### src/rtl/lpr_char_scheduler_pkg.sv
// Shared types and defaults for the plate character scheduler slice.
// State encodings are fixed because other frame-synchronous blocks decode them.
package lpr_char_scheduler_pkg;

  localparam int DEF_NUM_CHAR = 8;
  localparam int DEF_NUM_ENG  = 2;
  localparam int DEF_CNT_W    = 12;
  localparam int DEF_CHAR_W   = 40;

  typedef enum logic [1:0] {
    IDLE = 2'd0,
    ARM  = 2'd1,
    RUN  = 2'd2,
    DONE = 2'd3
  } schedState_e;

  function automatic int numBatch(input int numChar, input int numEng);
    return (numChar + numEng - 1) / numEng;
  endfunction

endpackage

### src/rtl/lpr_char_scheduler_if.sv
// Bundle between segmentation/engines/result path and the scheduler.
// The master side drives video, control, windows and engine results; the slave is the scheduler.
interface lpr_char_scheduler_if
  import lpr_char_scheduler_pkg::*;
#(
  parameter int NUM_CHAR = DEF_NUM_CHAR,
  parameter int NUM_ENG  = DEF_NUM_ENG,
  parameter int CNT_W    = DEF_CNT_W,
  parameter int CHAR_W   = DEF_CHAR_W
);

  localparam int BATCH_W = $clog2(numBatch(NUM_CHAR, NUM_ENG)) + 1;

  logic                       i_vs;
  logic                       start;
  logic                       abort;
  logic                       auto_rearm;
  logic                       seg_valid;
  logic [NUM_CHAR*CNT_W-1:0]  hcount_l_flat;
  logic [NUM_CHAR*CNT_W-1:0]  hcount_r_flat;
  logic [NUM_ENG*CHAR_W-1:0]  eng_char_flat;
  logic [NUM_ENG*CNT_W-1:0]   eng_hl_flat;
  logic [NUM_ENG*CNT_W-1:0]   eng_hr_flat;
  logic [NUM_ENG-1:0]         eng_en;
  logic [NUM_CHAR*CHAR_W-1:0] char_flat;
  logic [NUM_CHAR-1:0]        char_valid;
  logic                       busy;
  logic                       plate_done;
  logic [BATCH_W-1:0]         batch_idx;

  modport master (
    output i_vs, start, abort, auto_rearm, seg_valid,
    output hcount_l_flat, hcount_r_flat, eng_char_flat,
    input  eng_hl_flat, eng_hr_flat, eng_en,
    input  char_flat, char_valid, busy, plate_done, batch_idx
  );

  modport slave (
    input  i_vs, start, abort, auto_rearm, seg_valid,
    input  hcount_l_flat, hcount_r_flat, eng_char_flat,
    output eng_hl_flat, eng_hr_flat, eng_en,
    output char_flat, char_valid, busy, plate_done, batch_idx
  );

endinterface

### src/rtl/lpr_char_scheduler_vs_edge.sv
// Vsync edge detector shared by frame-synchronous blocks.
// The history register resets high so a vsync already high at reset release is not seen as an edge.
module lpr_vs_edge (
  input  logic pixelclk,
  input  logic reset_n,
  input  logic vs_i,
  output logic vsPos_o,
  output logic vsNeg_o
);

  logic vs_q;

  always_ff @(posedge pixelclk or negedge reset_n) begin
    if (!reset_n) begin
      vs_q <= 1'b1;
    end else begin
      vs_q <= vs_i;
    end
  end

  assign vsPos_o = vs_i & ~vs_q;
  assign vsNeg_o = ~vs_i & vs_q;

endmodule

### src/rtl/lpr_char_scheduler.sv
// Time-multiplexes NUM_ENG recognition engines over NUM_CHAR plate slots, one batch per frame.
// Windows are snapshotted at pass start; results latch at the same vsync edge that loads the next batch.
module lpr_char_scheduler
  import lpr_char_scheduler_pkg::*;
#(
  parameter int NUM_CHAR = DEF_NUM_CHAR,
  parameter int NUM_ENG  = DEF_NUM_ENG,
  parameter int CNT_W    = DEF_CNT_W,
  parameter int CHAR_W   = DEF_CHAR_W
) (
  input logic pixelclk,
  input logic reset_n,
  lpr_char_scheduler_if.slave bus
);

  localparam int NUM_BATCH = numBatch(NUM_CHAR, NUM_ENG);
  localparam int BATCH_W   = $clog2(NUM_BATCH) + 1;
  localparam logic [BATCH_W-1:0] LAST_BATCH = BATCH_W'(NUM_BATCH - 1);

  schedState_e                state_q;
  logic [BATCH_W-1:0]         batchIdx_q;
  logic [BATCH_W-1:0]         loadBatch;
  logic [CNT_W-1:0]           snapL_q [NUM_CHAR];
  logic [CNT_W-1:0]           snapR_q [NUM_CHAR];
  logic [NUM_ENG-1:0]         engEn_q, engEn_d;
  logic [NUM_ENG*CNT_W-1:0]   engHl_q, engHl_d;
  logic [NUM_ENG*CNT_W-1:0]   engHr_q, engHr_d;
  logic [NUM_CHAR*CHAR_W-1:0] char_q, char_d;
  logic [NUM_CHAR-1:0]        charValid_q, charValid_d;
  logic                       vsPos;
  logic                       unusedVsNeg;
  logic                       takeSnapshot;

  lpr_vs_edge uVsEdge (
    .pixelclk (pixelclk),
    .reset_n  (reset_n),
    .vs_i     (bus.i_vs),
    .vsPos_o  (vsPos),
    .vsNeg_o  (unusedVsNeg)
  );

  always_comb begin
    takeSnapshot = !bus.abort && bus.seg_valid &&
                   ((state_q == IDLE && bus.start) || (state_q == DONE && bus.auto_rearm));
  end

  // Padded slots past NUM_CHAR never match a real slot, so they load as empty windows.
  always_comb begin
    loadBatch = (state_q == RUN) ? batchIdx_q + BATCH_W'(1) : '0;
    engEn_d   = '0;
    engHl_d   = '0;
    engHr_d   = '0;
    for (int e = 0; e < NUM_ENG; e++) begin
      for (int s = 0; s < NUM_CHAR; s++) begin
        if (s == int'(loadBatch) * NUM_ENG + e && snapR_q[s] > snapL_q[s]) begin
          engEn_d[e]                  = 1'b1;
          engHl_d[e*CNT_W +: CNT_W]   = snapL_q[s];
          engHr_d[e*CNT_W +: CNT_W]   = snapR_q[s];
        end
      end
    end
  end

  always_comb begin
    char_d      = char_q;
    charValid_d = charValid_q;
    for (int s = 0; s < NUM_CHAR; s++) begin
      for (int e = 0; e < NUM_ENG; e++) begin
        if (s == int'(batchIdx_q) * NUM_ENG + e) begin
          char_d[s*CHAR_W +: CHAR_W] = engEn_q[e] ? bus.eng_char_flat[e*CHAR_W +: CHAR_W] : '0;
          charValid_d[s]             = engEn_q[e];
        end
      end
    end
  end

  // Abort outranks everything, including a simultaneous vsync capture or start.
  always_ff @(posedge pixelclk or negedge reset_n) begin
    if (!reset_n) begin
      state_q     <= IDLE;
      batchIdx_q  <= '0;
      engEn_q     <= '0;
      engHl_q     <= '0;
      engHr_q     <= '0;
      char_q      <= '0;
      charValid_q <= '0;
      for (int s = 0; s < NUM_CHAR; s++) begin
        snapL_q[s] <= '0;
        snapR_q[s] <= '0;
      end
    end else if (bus.abort) begin
      state_q <= IDLE;
      engEn_q <= '0;
      engHl_q <= '0;
      engHr_q <= '0;
    end else if (takeSnapshot) begin
      for (int s = 0; s < NUM_CHAR; s++) begin
        snapL_q[s] <= bus.hcount_l_flat[s*CNT_W +: CNT_W];
        snapR_q[s] <= bus.hcount_r_flat[s*CNT_W +: CNT_W];
      end
      char_q      <= '0;
      charValid_q <= '0;
      batchIdx_q  <= '0;
      state_q     <= ARM;
    end else begin
      case (state_q)
        ARM: begin
          if (vsPos) begin
            engEn_q <= engEn_d;
            engHl_q <= engHl_d;
            engHr_q <= engHr_d;
            state_q <= RUN;
          end
        end
        RUN: begin
          if (vsPos) begin
            char_q      <= char_d;
            charValid_q <= charValid_d;
            if (batchIdx_q < LAST_BATCH) begin
              batchIdx_q <= loadBatch;
              engEn_q    <= engEn_d;
              engHl_q    <= engHl_d;
              engHr_q    <= engHr_d;
            end else begin
              engEn_q <= '0;
              engHl_q <= '0;
              engHr_q <= '0;
              state_q <= DONE;
            end
          end
        end
        DONE: begin
          state_q <= IDLE;
        end
        default: begin
        end
      endcase
    end
  end

  assign bus.eng_en      = engEn_q;
  assign bus.eng_hl_flat = engHl_q;
  assign bus.eng_hr_flat = engHr_q;
  assign bus.char_flat   = char_q;
  assign bus.char_valid  = charValid_q;
  assign bus.busy        = (state_q != IDLE);
  assign bus.plate_done  = (state_q == DONE);
  assign bus.batch_idx   = batchIdx_q;

endmodule

### src/flat_wrapper.sv
// flat-port wrapper written by rule: the top's interface ports become plain ports
module lpr_char_scheduler_flat import lpr_char_scheduler_pkg::*;
#(
  parameter int NUM_CHAR = DEF_NUM_CHAR,
  parameter int NUM_ENG  = DEF_NUM_ENG,
  parameter int CNT_W    = DEF_CNT_W,
  parameter int CHAR_W   = DEF_CHAR_W
)
  (pixelclk, reset_n, bus_i_vs, bus_start, bus_abort, bus_auto_rearm, bus_seg_valid, bus_hcount_l_flat, bus_hcount_r_flat, bus_eng_char_flat, bus_eng_hl_flat, bus_eng_hr_flat, bus_eng_en, bus_char_flat, bus_char_valid, bus_busy, bus_plate_done, bus_batch_idx);
  lpr_char_scheduler_if #(.NUM_CHAR(NUM_CHAR), .NUM_ENG(NUM_ENG), .CNT_W(CNT_W), .CHAR_W(CHAR_W)) bus_i ();
  input logic pixelclk;
  input logic reset_n;
  input wire logic [$bits(bus_i.i_vs)-1:0] bus_i_vs;
  input wire logic [$bits(bus_i.start)-1:0] bus_start;
  input wire logic [$bits(bus_i.abort)-1:0] bus_abort;
  input wire logic [$bits(bus_i.auto_rearm)-1:0] bus_auto_rearm;
  input wire logic [$bits(bus_i.seg_valid)-1:0] bus_seg_valid;
  input wire logic [$bits(bus_i.hcount_l_flat)-1:0] bus_hcount_l_flat;
  input wire logic [$bits(bus_i.hcount_r_flat)-1:0] bus_hcount_r_flat;
  input wire logic [$bits(bus_i.eng_char_flat)-1:0] bus_eng_char_flat;
  output wire logic [$bits(bus_i.eng_hl_flat)-1:0] bus_eng_hl_flat;
  output wire logic [$bits(bus_i.eng_hr_flat)-1:0] bus_eng_hr_flat;
  output wire logic [$bits(bus_i.eng_en)-1:0] bus_eng_en;
  output wire logic [$bits(bus_i.char_flat)-1:0] bus_char_flat;
  output wire logic [$bits(bus_i.char_valid)-1:0] bus_char_valid;
  output wire logic [$bits(bus_i.busy)-1:0] bus_busy;
  output wire logic [$bits(bus_i.plate_done)-1:0] bus_plate_done;
  output wire logic [$bits(bus_i.batch_idx)-1:0] bus_batch_idx;
  assign bus_i.i_vs = bus_i_vs;
  assign bus_i.start = bus_start;
  assign bus_i.abort = bus_abort;
  assign bus_i.auto_rearm = bus_auto_rearm;
  assign bus_i.seg_valid = bus_seg_valid;
  assign bus_i.hcount_l_flat = bus_hcount_l_flat;
  assign bus_i.hcount_r_flat = bus_hcount_r_flat;
  assign bus_i.eng_char_flat = bus_eng_char_flat;
  assign bus_eng_hl_flat = bus_i.eng_hl_flat;
  assign bus_eng_hr_flat = bus_i.eng_hr_flat;
  assign bus_eng_en = bus_i.eng_en;
  assign bus_char_flat = bus_i.char_flat;
  assign bus_char_valid = bus_i.char_valid;
  assign bus_busy = bus_i.busy;
  assign bus_plate_done = bus_i.plate_done;
  assign bus_batch_idx = bus_i.batch_idx;
  lpr_char_scheduler #(.NUM_CHAR(NUM_CHAR), .NUM_ENG(NUM_ENG), .CNT_W(CNT_W), .CHAR_W(CHAR_W)) u_core (.pixelclk(pixelclk), .reset_n(reset_n), .bus(bus_i));
endmodule
### config.mk
export PLATFORM = sky130hd
export DESIGN_NAME = lpr_char_scheduler_flat
export DESIGN_NICKNAME = d
export VERILOG_FILES = /design/src/rtl/lpr_char_scheduler_pkg.sv /design/src/rtl/lpr_char_scheduler_if.sv /design/src/rtl/lpr_char_scheduler_vs_edge.sv /design/src/rtl/lpr_char_scheduler.sv /design/src/flat_wrapper.sv
export SDC_FILE = /design/constraint.sdc
export NUM_CORES = 1
export LEC_CHECK = 0
export CORE_ASPECT_RATIO = 1.75
export CORE_MARGIN = 2
export CORE_UTILIZATION = 23
export DETAILED_ROUTE_END_ITERATION = 12
export SYNTH_ARGS = -nofsm -noshare
export SYNTH_HDL_FRONTEND = slang
export SYNTH_SLANG_ARGS = --single-unit
### constraint.sdc
create_clock -name pixelclk -period 3.03 [get_ports pixelclk]
set_clock_uncertainty 0.1 [all_clocks]
set_input_delay 0.606 -clock pixelclk [delete_from_list [all_inputs] [get_ports pixelclk]]
set_output_delay 0.606 -clock pixelclk [all_outputs]
set_load 0.02 [all_outputs]
==> metrics.csv, run 1 <==
metric,value,unit
synthesis.area,0.0261,mm²
drive_gt1_share,11.4,%
cp-end-kind,flop,
ys_warn_count,0,
clk_path_buf_depth,3,
track_usage,19.2,%
pwr-share-clk,28.5,%
overflow,0,
p_sw_share,35.6,%
syn_avg_cell_area,9.84,µm²
clock-sinks,576,
path_cells,ha_1 > ha_1 > nor4bb_1 > buf_4 > o31a_1 > buf_4 > nand2_1 > a21oi_1 > buf_4 > a2111oi_1 > buf_4 > o21ai_1,
min_to,u_core.bus.eng_hl_flat[0],
async_reset_ff_share,100,%
power.density,715,mW/mm²
power.switching,9.61,mW
drt_drc_violations_left,0,
status,finished clean,
drt_iter0_drc,1883,
hold_depth,2,
synth_edf_count,0,
drv_slew,0,
insertion_delay,0.63,ns
reg2regPathDepth,12,
worst_path_max_delay_cell,a2111oi_1,
power_frac_comb,33.5,%
final_common_cell,clkdlybuf4s50_1,
max-cap-violations,0,
wire_per_inst,23.6,µm
hold_path_class,flop to flop,
crit_fanout,23,
tns,0,ns
fillCellCount,11600,
placedCellCount,4767,
grt_pass1_wl,166,mm
clk_pin_slew,0.07,ns
antenna_found_initial,16,
rsz0062_at_grt,no,
synth.distinct_cells,53,
syn_inst,2654,
slowest_delay,0.53,ns
fin_cells,4882,
r2r_setup_slack,0.09,ns
core,0.113,mm²
synth.top_cell.area_share,55.1,%
io_buffer_count,661,
yosys.area.top_type,dfrtp_1,
dieArea,0.116,mm²
r2r_start,u_core.bus.batch_idx[0],
grt_max_degree,166,
firstDrtPassIters,6,
period_minus_slack,2.94,ns
vias,23800,
final_cell_mix,"660 x clkdlybuf4s50_1, 573 x dfrtp_1, 481 x nand2_1",
cts_inserted_buffers,59,
r2r_end,u_core.bus.eng_hl_flat[4],
max-slew-margin-rel,35.7,%
antenna_left,0,
worstMarginPinSlew,0.965,ns
start_util,23.2,%
area_growth,44.6,%
synth_area_leaders,"dfrtp_1 55%, nand2_1 7.0%, a21oi_1 6.8%, nand3_1 5.9%, ha_1 5.1%",
cts_tree,built,
syn-num-nets,3040,
ys_ff_latch,576,
p_leak,15.5,nW
cp-start-kind,flop,
fp.dieW,259,µm
die_h,450,µm
nets,3730,
setup_viol,0,
fp-row-count,163,
pwr-share-seq,38.0,%
cts.htree.levels,2,
vdd_ir_drop_max,564,µV
hold_viol_final,0,
internal_power,17.4,mW
routed_wirelength,115,mm
postPlaceCellArea,0.0357,mm²
grt_pass1_vias,24300,
cts_root_buf,clkbuf_16,
cp_data_arrival_time,3.33,ns
io_pins,662,
finalCritPeriodShare,97.0,%
routed_via_density,4.87,
required,3.42,ns
final_area,0.0378,mm²
hold_start,u_core.bus.eng_hl_flat[0],
fmax,0.340,GHz
critPathMostFrequentCell,buf_4,
hpwl,87.3,mm
ys_seq_area_share,55.2,%
synth_ff_type,dfrtp_1,
critPathKind,flop to flop,
routabilityCongestion,0.921,
-- power by group through the flow --
stage               combinational [mW]  sequential, mW  clock (mW)
floorplan                         4.89            9.95           0
global placement                  8.86            10.3           0
detailed placement                9.01            10.4           0
CTS                               9.07            10.2        7.90
global route                      9.96            10.4        8.16
finish                            9.06            10.3        7.70
-- cell families (layout without fill, tap and decap cells) --
| family | count (synthesis) | count (layout) | synth area share [%] |
|---|---|---|---|
| adder cells (fa/ha/maj) | 107 | 107 | 5.12 |
| multiplexers | 95 | 95 | 4.09 |
| flip-flops | 576 | 576 | 55.2 |
| buffers and inverters | 311 | 1048 | 4.75 |
| AND/OR/NAND/NOR | 864 | 864 | 14.6 |
| other | 0 | 6 | 0 |
| AO/OA/AOI/OAI | 701 | 701 | 16.2 |
-- how the worst max path moves through the flow --
stage                             from                         end  cells past startpoint
3_3_place_gp        u_core.snapR_q[46]   u_core.bus.eng_hr_flat[1]                     10
2_1_floorplan  u_core.bus.batch_idx[0]  u_core.bus.eng_hl_flat[12]                     10
3_5_place_dp        u_core.snapL_q[41]   u_core.bus.eng_hr_flat[1]                     11
4_1_cts        u_core.bus.batch_idx[0]   u_core.bus.eng_hr_flat[1]                     11
5_1_grt        u_core.bus.batch_idx[0]   u_core.bus.eng_hl_flat[1]                     11
6_report       u_core.bus.batch_idx[0]   u_core.bus.eng_hl_flat[4]                     12
-- per-layer routing --
layer  GRT usage [%]  up-vias  share of wire, %
li1                -    10700                 -
met1            20.4    11700                35
met2            33.5     1099                49
met3            6.11      238               9.2
met4            10.6       20               6.0
met5               0        -              0.12
-- per-stage QoR --
step / power (mW) / hold WS (ns) / util (%) / setup slack, ns
2_1_floorplan: 14.8 / 0.210 / - / 0.542
3_3_place_gp: 19.2 / 0.360 / 31.6 / -0.186
3_5_place_dp: 19.4 / 0.370 / 31.6 / -0.139
4_1_cts: 27.2 / 0.363 / 33.4 / 0.00445
5_1_grt: 28.5 / 0.411 / 33.5 / 0.00996
6_report: 27.0 / 0.385 / 33.5 / 0.0921
-- critical path: cells and delay by family (launching register included) --
kind | cells | cell delay [ns]
AOI/OAI and AO/OA | 4 | 0.74
buffers and inverters | 4 | 0.76
DFF | 1 | 0.38
and+or+nand+nor | 2 | 0.26
adders and majority gates | 2 | 0.54
-- repair_timing --
action	4_1_cts	5_1_grt
endpoints found under the setup margin	4	7
hold buffers	1	0
endpoints found under the hold margin	54	0
setup buffers	0	0
resized for setup	4	7
-- state kept, by name (all words and copies together), names as in the netlist --
name and count:
u_core.bus.char_flat 320, u_core.bus.char_valid 8, u_core.snapL_q 96, u_core.uVsEdge.vs_q 1
u_core.state_q 2, u_core.bus.eng_hl_flat 24, u_core.bus.batch_idx 3, u_core.bus.eng_en 2
u_core.snapR_q 96, u_core.bus.eng_hr_flat 24
-- synth_stat cells (3+ instances only) --
cell and number:
clkbuf_1 134, and3_1 6, o221ai_1 46, buf_2 59, nand3_1 310, ha_1 107, a21o_1 8, inv_1 106
nor3_1 3, a211o_1 3, a21boi_0 25, o21a_1 4, buf_1 12, a221o_1 3, nand2b_1 4, dfrtp_1 575
nor2_1 9, o211ai_1 10, a22o_1 40, a21oi_1 355, a32oi_1 25, nand4_1 16, o31a_1 4, nor2b_1 10
o21ai_0 112, a2111oi_0 23, nand2_1 484, and4_1 6, mux2_2 94, o21ai_1 29, and2_1 7
-- cell type report --
class                   count  area (µm²)  share of cell area [%]
multi-input cells        1767       10600                    28.0
inverters                 106         398                    1.05
repair buffers            834        8470                    22.4
clock buffers              88        1740                    4.60
diodes                      6        15.0                  0.0398
well taps                1485        1860                    4.92
flip-flops and latches    576       14400                    38.2
clock inverters            20         274                   0.726
No activity file was read; power rests on OpenSTA's default activity.
==> inputs of run 2 (changes only) <==
- SLEW_MARGIN: unset -> 20
==> results of run 2 <==
No change in the layout: final DEF, timing and power equal those of run 1.
